`config.mk`:
```
export PLATFORM = sky130hd
export DESIGN_NAME = dir_cmd_receiver
export DESIGN_NICKNAME = d
export VERILOG_FILES = /design/src/rtl/pacman_pkg.sv /design/src/rtl/dir_cmd_receiver_frame_tick_sync.sv /design/src/rtl/dir_cmd_receiver.sv
export SDC_FILE = /design/constraint.sdc
export NUM_CORES = 1
export LEC_CHECK = 0
export ABC_AREA = 1
export BUFFER_PORTS_ARGS = -buffer_cell sky130_fd_sc_hd__buf_2
export CAP_MARGIN = 20
export CORE_ASPECT_RATIO = 0.75
export CORE_UTILIZATION = 44
export DETAILED_ROUTE_END_ITERATION = 12
export GPL_TIMING_DRIVEN = 0
export PLACE_DENSITY_LB_ADDON = 0.08
export SYNTH_ARGS = -nofsm -noshare
export SYNTH_HDL_FRONTEND = slang
export SYNTH_SLANG_ARGS = --single-unit
```
`constraint.sdc`:
```
create_clock -name Clk -period 1.63 [get_ports Clk]
set_input_delay 0.0815 -clock Clk [delete_from_list [all_inputs] [get_ports Clk]]
set_output_delay 0.0815 -clock Clk [all_outputs]
set_load 0.02 [all_outputs]
```
`src/rtl/pacman_pkg.sv`:
```
// Shared direction/keycode types and the direction-to-step helper for sprite motion logic.
package pacman_pkg;

    typedef enum logic [2:0] {
        DIR_NONE  = 3'd0,
        DIR_UP    = 3'd1,
        DIR_DOWN  = 3'd2,
        DIR_LEFT  = 3'd3,
        DIR_RIGHT = 3'd4
    } dir_t;

    typedef enum logic [1:0] {
        ST_IDLE,
        ST_MOVING,
        ST_TURN_PEND
    } rx_state_t;

    typedef struct packed {
        logic [9:0] x;
        logic [9:0] y;
    } step_t;

    localparam logic [7:0] KEY_W = 8'h1A;
    localparam logic [7:0] KEY_A = 8'h04;
    localparam logic [7:0] KEY_S = 8'h16;
    localparam logic [7:0] KEY_D = 8'h07;

    // Screen Y grows downward, so UP is a negative Y step.
    function automatic step_t dir_to_step(input dir_t d, input logic [3:0] speed);
        step_t      s;
        logic [9:0] mag;
        mag = {6'd0, speed};
        s   = '0;
        case (d)
            DIR_UP:    s.y = '0 - mag;
            DIR_DOWN:  s.y = mag;
            DIR_LEFT:  s.x = '0 - mag;
            DIR_RIGHT: s.x = mag;
            default:   s   = '0;
        endcase
        return s;
    endfunction

endpackage

```
`src/rtl/dir_cmd_receiver_frame_tick_sync.sv`:
```
// Brings the asynchronous frame clock into the Clk domain and emits a one-cycle tick per rising edge.
module frame_tick_sync (
    input  logic i_clk,
    input  logic i_rst_n,
    input  logic i_clr,
    input  logic i_async,
    output logic o_tick
);

    logic r_s1;
    logic r_s2;
    logic r_s3;

    always_ff @(posedge i_clk) begin
        if (!i_rst_n || i_clr) begin
            r_s1 <= 1'b0;
            r_s2 <= 1'b0;
            r_s3 <= 1'b0;
        end else begin
            r_s1 <= i_async;
            r_s2 <= r_s1;
            r_s3 <= r_s2;
        end
    end

    assign o_tick = r_s2 & ~r_s3;

endmodule

```
`src/rtl/dir_cmd_receiver.sv`:
```
// Direction command receiver: buffers a requested turn until the wall masks allow it,
// then commits the direction and emits a per-frame step vector with a move strobe.
module dir_cmd_receiver
    import pacman_pkg::*;
#(
    parameter int unsigned SPEED       = 1,
    parameter int unsigned PEND_FRAMES = 8,
    parameter logic [7:0]  KC_UP       = KEY_W,
    parameter logic [7:0]  KC_LEFT     = KEY_A,
    parameter logic [7:0]  KC_DOWN     = KEY_S,
    parameter logic [7:0]  KC_RIGHT    = KEY_D
) (
    input  logic       Clk,
    input  logic       Reset,
    input  logic       restart,
    input  logic       frame_clk,
    input  logic [7:0] keycode,
    input  logic [4:0] mapL,
    input  logic [4:0] mapR,
    input  logic [4:0] mapT,
    input  logic [4:0] mapB,
    output logic [2:0] dir_out,
    output logic [9:0] step_x,
    output logic [9:0] step_y,
    output logic       move_pulse,
    output logic       pending_valid,
    output logic [2:0] pending_dir
);

    rx_state_t  r_state, w_state_nxt;
    dir_t       r_dir, w_dir_nxt;
    dir_t       r_pdir, w_pdir_nxt;
    dir_t       w_req;
    logic [7:0] r_timer, w_timer_nxt;
    logic [9:0] r_step_x, w_step_x_nxt;
    logic [9:0] r_step_y, w_step_y_nxt;
    logic       r_pulse, w_pulse_nxt;
    logic       w_pv, w_pv_nxt;
    logic       w_tick;
    step_t      w_step;

    frame_tick_sync u_tick_sync (
        .i_clk   (Clk),
        .i_rst_n (Reset),
        .i_clr   (restart),
        .i_async (frame_clk),
        .o_tick  (w_tick)
    );

    function automatic logic side_blocked(input dir_t d);
        case (d)
            DIR_UP:    return |mapT;
            DIR_DOWN:  return |mapB;
            DIR_LEFT:  return |mapL;
            DIR_RIGHT: return |mapR;
            default:   return 1'b0;
        endcase
    endfunction

    always_comb begin
        w_req = DIR_NONE;
        if (keycode == KC_UP)         w_req = DIR_UP;
        else if (keycode == KC_DOWN)  w_req = DIR_DOWN;
        else if (keycode == KC_LEFT)  w_req = DIR_LEFT;
        else if (keycode == KC_RIGHT) w_req = DIR_RIGHT;
    end

    assign w_pv = (r_state == ST_TURN_PEND);

    always_comb begin
        w_dir_nxt    = r_dir;
        w_pdir_nxt   = r_pdir;
        w_pv_nxt     = w_pv;
        w_timer_nxt  = r_timer;
        w_step_x_nxt = r_step_x;
        w_step_y_nxt = r_step_y;
        w_pulse_nxt  = 1'b0;
        w_state_nxt  = r_state;
        w_step       = '0;

        if (w_tick) begin
            if (w_pv && !side_blocked(r_pdir)) begin
                w_dir_nxt   = r_pdir;
                w_pv_nxt    = 1'b0;
                w_pdir_nxt  = DIR_NONE;
                w_timer_nxt = '0;
            end else if (r_dir != DIR_NONE && side_blocked(r_dir)) begin
                w_dir_nxt = DIR_NONE;
            end else if (w_pv) begin
                if (r_timer == 8'd1) begin
                    w_pv_nxt    = 1'b0;
                    w_pdir_nxt  = DIR_NONE;
                    w_timer_nxt = '0;
                end else begin
                    w_timer_nxt = r_timer - 8'd1;
                end
            end
            w_step       = dir_to_step(w_dir_nxt, 4'(SPEED));
            w_step_x_nxt = w_step.x;
            w_step_y_nxt = w_step.y;
            w_pulse_nxt  = (w_dir_nxt != DIR_NONE);
        end

        // Capture is compared against the post-tick direction and overrides the tick's pending update.
        if (w_req != DIR_NONE) begin
            if (w_req != w_dir_nxt) begin
                w_pv_nxt    = 1'b1;
                w_pdir_nxt  = w_req;
                w_timer_nxt = 8'(PEND_FRAMES);
            end else begin
                w_pv_nxt    = 1'b0;
                w_pdir_nxt  = DIR_NONE;
                w_timer_nxt = '0;
            end
        end

        if (w_pv_nxt)                   w_state_nxt = ST_TURN_PEND;
        else if (w_dir_nxt != DIR_NONE) w_state_nxt = ST_MOVING;
        else                            w_state_nxt = ST_IDLE;
    end

    always_ff @(posedge Clk) begin
        if (!Reset || restart) begin
            r_state  <= ST_IDLE;
            r_dir    <= DIR_NONE;
            r_pdir   <= DIR_NONE;
            r_timer  <= '0;
            r_step_x <= '0;
            r_step_y <= '0;
            r_pulse  <= 1'b0;
        end else begin
            r_state  <= w_state_nxt;
            r_dir    <= w_dir_nxt;
            r_pdir   <= w_pdir_nxt;
            r_timer  <= w_timer_nxt;
            r_step_x <= w_step_x_nxt;
            r_step_y <= w_step_y_nxt;
            r_pulse  <= w_pulse_nxt;
        end
    end

    assign dir_out       = r_dir;
    assign step_x        = r_step_x;
    assign step_y        = r_step_y;
    assign move_pulse    = r_pulse;
    assign pending_valid = (r_state == ST_TURN_PEND);
    assign pending_dir   = r_pdir;

endmodule

```
After elaboration in Yosys (flattened, before gate mapping). Cells that the tools add are included.

Bits in read-only memories: 0. Memories: 0. Latch bits: 0. Register bits after elaboration: 40. Input bits: 32. RAM bits: 0.

Bitwise logic cells: 3. Reductions and logical operators: 20. Shift operators: 0. Magnitude comparators: 0. Divide/modulo/power cells: 0. Eq/ne operators: 20. $add $sub $neg: 1. Mux-type cells: 38. $mul: 0.

Operators with widths (number): two-way mux 8 bit (6); two-way mux 3 bit (15); case mux 10 bit (2 select lines) (2); OR reduction 5 bit (4); equality test 3 x 2 -> 1 bit (second input constant) (6); nonzero test 3 bit (6); equality test 8 x 3 -> 1 bit (second input constant) (2); equality test 8 x 5 -> 1 bit (second input constant) (2); two-way mux 1 bit (11); equality test 3 x 1 -> 1 bit (second input constant) (3); equality test 3 bit (second input constant) (3); equality test 8 x 1 -> 1 bit (second input constant) (1); case mux 1 bit (4 select lines) (2); subtractor 8 x 1 -> 8 bit (second input constant) (1); two-way mux 4 bit (1); AND reduction 4 bit (1); OR reduction 2 bit (2); != test 3 x 2 -> 1 bit (second input constant) (1); != test 3 bit (1); AND reduction 3 bit (1); equality test 2 bit (second input constant) (1); logical AND 1 bit (2); logical NOT 1 bit (2); two-way mux 2 bit (1); 4 further kinds (5).

Logic depth before layout (Yosys ltp).
Depth after elaboration: 16. Gate-level depth with buffers: 15. Mapped depth without buffers: 15.

Hierarchy. From an unflattened synthesis, not the netlist that was laid out.

Cells, all modules: 256. Area, all modules: 1699.1 µm².

Modules (own cells, without submodules): dir_cmd_receiver (times used 1, cells an instance 244, area each 1602.8 µm²); frame_tick_sync (times used 1, cells an instance 12, area each 96.3 µm²).

Worst setup path after synthesis. OpenSTA, ideal clock, no wires.

Kind: reg2reg. Start point: register r_dir[2], in the netlist dir_out[2]. End point: register r_state[1]. Setup time: 0.132 ns. Arrival: 1.575 ns. Path buffers: 0. Period minus slack after synthesis: 1.708 ns. Required time: 1.498 ns. Stages on the path, launching flop included: 14. Slack: -0.078 ns. Cells stage by stage: dfxtp_1 -> nor3_1 -> nand2_1 -> nand2_2 -> nor2_2 -> nand2_1 -> nand2_2 -> nand3_2 -> nand2_2 -> nand2_1 -> nand2_1 -> nand3_2 -> nand2_2 -> a21oi_1.

Longest elaborated chain between the ends: 13. Elaborated cells on any way between the ends: 20.

RTL lines: start: declaration (line dir_cmd_receiver.sv:31) `dir_t r_dir, w_dir_nxt;`; start signal: assignment (line dir_cmd_receiver.sv:133) `r_dir <= w_dir_nxt;`; equality test 3 bit, or another cell as far along (line dir_cmd_receiver.sv:51) `case (d)`; case mux 1 bit (4 select lines) (line dir_cmd_receiver.sv:51); two-way mux 1 bit (line dir_cmd_receiver.sv:82) `if (w_pv && !side_blocked(r_pdir)) begin`; two-way mux 1 bit (line dir_cmd_receiver.sv:81) `if (w_tick) begin`; logical AND 1 bit (line dir_cmd_receiver.sv:87) `end else if (r_dir != DIR_NONE && side_blocked(r_dir)) begin`; two-way mux 3 bit (line dir_cmd_receiver.sv:87); two-way mux 3 bit (line dir_cmd_receiver.sv:82); two-way mux 3 bit (2 in a row) (line dir_cmd_receiver.sv:81); != test 3 bit (line dir_cmd_receiver.sv:106) `if (w_req != w_dir_nxt) begin`; two-way mux 1 bit (line dir_cmd_receiver.sv:106); two-way mux 1 bit * (line dir_cmd_receiver.sv:105) `if (w_req != DIR_NONE) begin`; two-way mux 2 bit * (line dir_cmd_receiver.sv:117) `if (w_pv_nxt) w_state_nxt = ST_TURN_PEND;`; end signal: assignment (line dir_cmd_receiver.sv:132) `r_state <= w_state_nxt;`; end: declaration (line dir_cmd_receiver.sv:30) `rx_state_t r_state, w_state_nxt;`.

Every way passes the cells marked *; elsewhere a longest branch is shown, timed or not. The select of a mux whose other input is x is not followed. A chain may end at the register's enable or synchronous reset.

Worst setup path in the final report.
Start point: register r_pdir[0], in the netlist pending_dir[0]. End point: register r_pdir[0], in the netlist pending_dir[0].

Longest elaborated chain between the ends: 11. Elaborated cells on any way between the ends: 20.

RTL lines: start: declaration (line dir_cmd_receiver.sv:32) `dir_t r_pdir, w_pdir_nxt;`; start signal: assignment (line dir_cmd_receiver.sv:134) `r_pdir <= w_pdir_nxt;`; equality test 3 bit, or another cell as far along (line dir_cmd_receiver.sv:51); case mux 1 bit (4 select lines) (line dir_cmd_receiver.sv:51); two-way mux 1 bit (line dir_cmd_receiver.sv:81); logical NOT 1 bit (line dir_cmd_receiver.sv:82); logical AND 1 bit (line dir_cmd_receiver.sv:82); two-way mux 3 bit (line dir_cmd_receiver.sv:82); two-way mux 3 bit (2 in a row) (line dir_cmd_receiver.sv:81); != test 3 bit (line dir_cmd_receiver.sv:106); two-way mux 3 bit (line dir_cmd_receiver.sv:106); two-way mux 3 bit (line dir_cmd_receiver.sv:105).

Several ways; a longest one is shown, not always the timed one. The select of a mux whose other input is x is not followed.

==> flow_summary.ini <==
[worst_setup_path]
critPathMaxFanout = 6
cp-end-kind = flip-flop
startpoint_type = flip-flop
worstPathArrival_ns = 1.98
worstPathRequired_ns = 1.79
crit_type = reg -> reg

[global_route]
grt_pass1_vias = 1467
grt_max_degree = 15
grt.overflow.total = 0
grtUsageTotal_pct = 21.5
grt_antenna_before_repair = 0
grt_pass1_wl_mm = 6.42

[place]
gp_congestion = 0.874
numPlacedInstances = 349
place.port_buffers = 59
dp_hpwl_mm = 2.88

[die]
die_h_um = 54.6
die_width_um = 72.2
io_pins = 60
die-area_um2 = 3940
num_rows = 18
core_area_um2 = 3400
initial_utilization_pct = 47.8

[yosys]
synth_cell_types = 31
ys_seq_area_share_pct = 29.6
yosysWarnings = 0
synth_nets = 274
syn-cell-area_um2 = 1620
ys_ff_latch = 24
synth_area_per_cell_um2 = 6.77
synthCells = 240
yosys-top-cells-area = dfxtp_1, nand2_1, buf_4, inv_1, nor2_1
yosysTopAreaCell = dfxtp_1
yosysTopAreaCellShare_pct = 29.6

[drt]
wl_per_cell_um = 11.0
vias_per_cell = 4.76
drt_iter0_drc = 117
ant_nets = 0
wl_mm = 3.98
drt_first_pass_iters = 4
drc = 0
dr_total_vias = 1727

[run]
maxCapViolCount = 0

[sta]
fin_crit_ns = 1.82
tightest_slew_ns = 0.684
maxSlewViolCount = 0
finalHoldViolations = 0
rsz0062_at_grt = true
min_period_over_period_pct = 112
timing.final.ws_setup_ns = -0.190
relSlewSlack_pct = 54.2
fmax_ghz = 0.550
setup_viol = 15
fin_worst_skew_ns = 0.0115

[clock_tree]
cts-root-buf = clkbuf_8
clkLatencyLatePin_ns = 0.28
clock_sinks = 24
clockBufferDepth = 2
cts-htree-levels = 1
clkSlewWorstSetupHoldPaths_ns = 0.09
cts_buffers = 3
cts_tree = yes

[power_and_ir_drop]
seqPwrFrac_pct = 48.3
comb_power_share_pct = 7.5
p_clk_share_pct = 44.2
p_leak_uw = 0.00115
p_per_area_nw_per_um2 = 530
swShare_pct = 21.1
p_switching_uw = 255
p_int_uw = 952
ir_worst_vdd_mv = 0.592

[status]
status = finished with violations
violations = setup timing

[final_layout]
synthToLayoutAreaGrowth_pct = 40.4
final_nets = 348
finalNonFillerCells = 363
diodes = 0
drive_gt1_share_pct = 47.3
utilization_pct = 67.0

[min_path]
hp-class = in -> reg
-- synth_stat cells --
| library cell | instances |
|---|---|
| nand2_1 | 51 |
| inv_1 | 32 |
| dfxtp_1 | 24 |
| nor2_1 | 22 |
| a21oi_1 | 16 |
| buf_4 | 16 |
| nand3_1 | 15 |
| nor3_1 | 9 |
| nand2_2 | 8 |
| nor2_2 | 6 |
| nand3_2 | 5 |
| nand3b_1 | 4 |
| nand2_4 | 3 |
| nand4_1 | 3 |
| nor3_2 | 3 |
| ha_1 | 2 |
| nor2_4 | 2 |
| nor3b_1 | 2 |
| o211ai_1 | 2 |
| o21ai_0 | 2 |
| o31ai_1 | 2 |
| xor2_1 | 2 |
| and2_1 | 1 |
| and3_1 | 1 |
| clkbuf_1 | 1 |
| inv_2 | 1 |
| inv_4 | 1 |
| nor4_1 | 1 |
| nor4_2 | 1 |
| o21ai_1 | 1 |
| xnor2_1 | 1 |
-- sequential cells by signal, summed over array words and instances (netlist names) --
name              count
step_y                2
u_tick_sync.r_s3      1
move_pulse            1
r_state               2
u_tick_sync.r_s1      1
r_timer               8
step_x                2
pending_dir           3
dir_out               3
u_tick_sync.r_s2      1
-- layer usage --
metal | vias up | track usage (%) | wire length, um
li1 | 902 | - | -
met1 | 751 | 27.9 | 1870
met2 | 69 | 36.0 | 1760
met5 | - | 0 | 0
met3 | 5 | 4.79 | 306
met4 | 0 | 6.86 | 44
-- power groups by stage --
stage	combinational, uW	sequential (uW)	clock [uW]
after CTS	89.1	586	537
after detailed placement	87.0	603	0
after global placement	85.3	603	0
after floorplan	41.0	603	0
after global routing	104	583	557
final	90.8	583	534
-- repair_timing --
item / in CTS / in global routing
pin swaps: 9 / 5
buffers inserted: 7 / 3
hold buffers: 0 / 0
resized for setup: 21 / 17
endpoints found under the setup margin: 15 / 18
-- stage by stage --
| step | setup slack, ns | setup TNS, ns | hold WS [ns] | total power, uW | instance area (um^2) |
|---|---|---|---|---|---|
| final | -0.190 | -1.70 | 0.00183 | 1210 | 2280 |
| after global routing | -0.268 | -3.36 | 0.00218 | 1240 | 2280 |
| after CTS | -0.118 | -1.01 | 0.000536 | 1210 | 2190 |
| after detailed placement | -0.167 | -1.20 | 0.302 | 690 | 1990 |
| after global placement | -0.154 | -1.02 | 0.294 | 688 | 1990 |
| after floorplan | 0.0351 | 0 | 0.194 | 644 | 1630 |
-- worst max-delay path: stages, from the launching register on --
cell and delay [ns]:
dfxtp_4 0.38, inv_4 0.05, nor3_1 0.04, nand2_1 0.07, nand2_2 0.07, nor2_4 0.25, nand2_4 0.13, nand2_2 0.11
nand3_2 0.09, nand2_2 0.11, nand2_2 0.05, nand2_2 0.08, nand3_4 0.09, nand2_1 0.11, a21oi_1 0.07
-- final timing paths --
| path | start | endpoint | slack [ns] | cells after the start |
|---|---|---|---|---|
| hold reg to reg | u_tick_sync.r_s1 | u_tick_sync.r_s2 | 0.42 | 2 |
| setup / recovery | pending_dir[0] | pending_dir[0] | -0.19 | 14 |
| hold / removal | frame_clk | u_tick_sync.r_s1 | 0.002 | 3 |
| setup reg to reg | pending_dir[0] | pending_dir[0] | -0.19 | 14 |
-- cell type report --
| type | instances | area (um^2) |
|---|---|---|
| fill | 300 | 1120 |
| clock inverter | 1 | 30.0 |
| buffer | 17 | 124 |
| inverter | 34 | 133 |
| multi-input combinational | 165 | 1020 |
| tap | 50 | 62.6 |
| sequential | 24 | 498 |
| clock buffer | 3 | 41.3 |
| timing repair buffer | 69 | 370 |
-- cell usage in the layout (no fill, tap or decap), types with 5 or more instances in the layout --
master and instances:
dfxtp_1 18, nand2_1 42, nand2_2 13, nor2_1 21
nor3_2 5, buf_2 59, nand2_4 7, nor3_1 7
nand3_1 11, nor2_2 5, nand3_2 5, buf_4 26
inv_1 29, a21oi_1 14
-- kinds of logic after synthesis --
family	share of synthesized area [%]
flops	29.6
xor+xnor	1.62
fa+ha+maj	1.54
buf+inv	15.6
compound gates	7.70
simple gates	43.9
No activity file was read; power rests on OpenSTA's default activity.
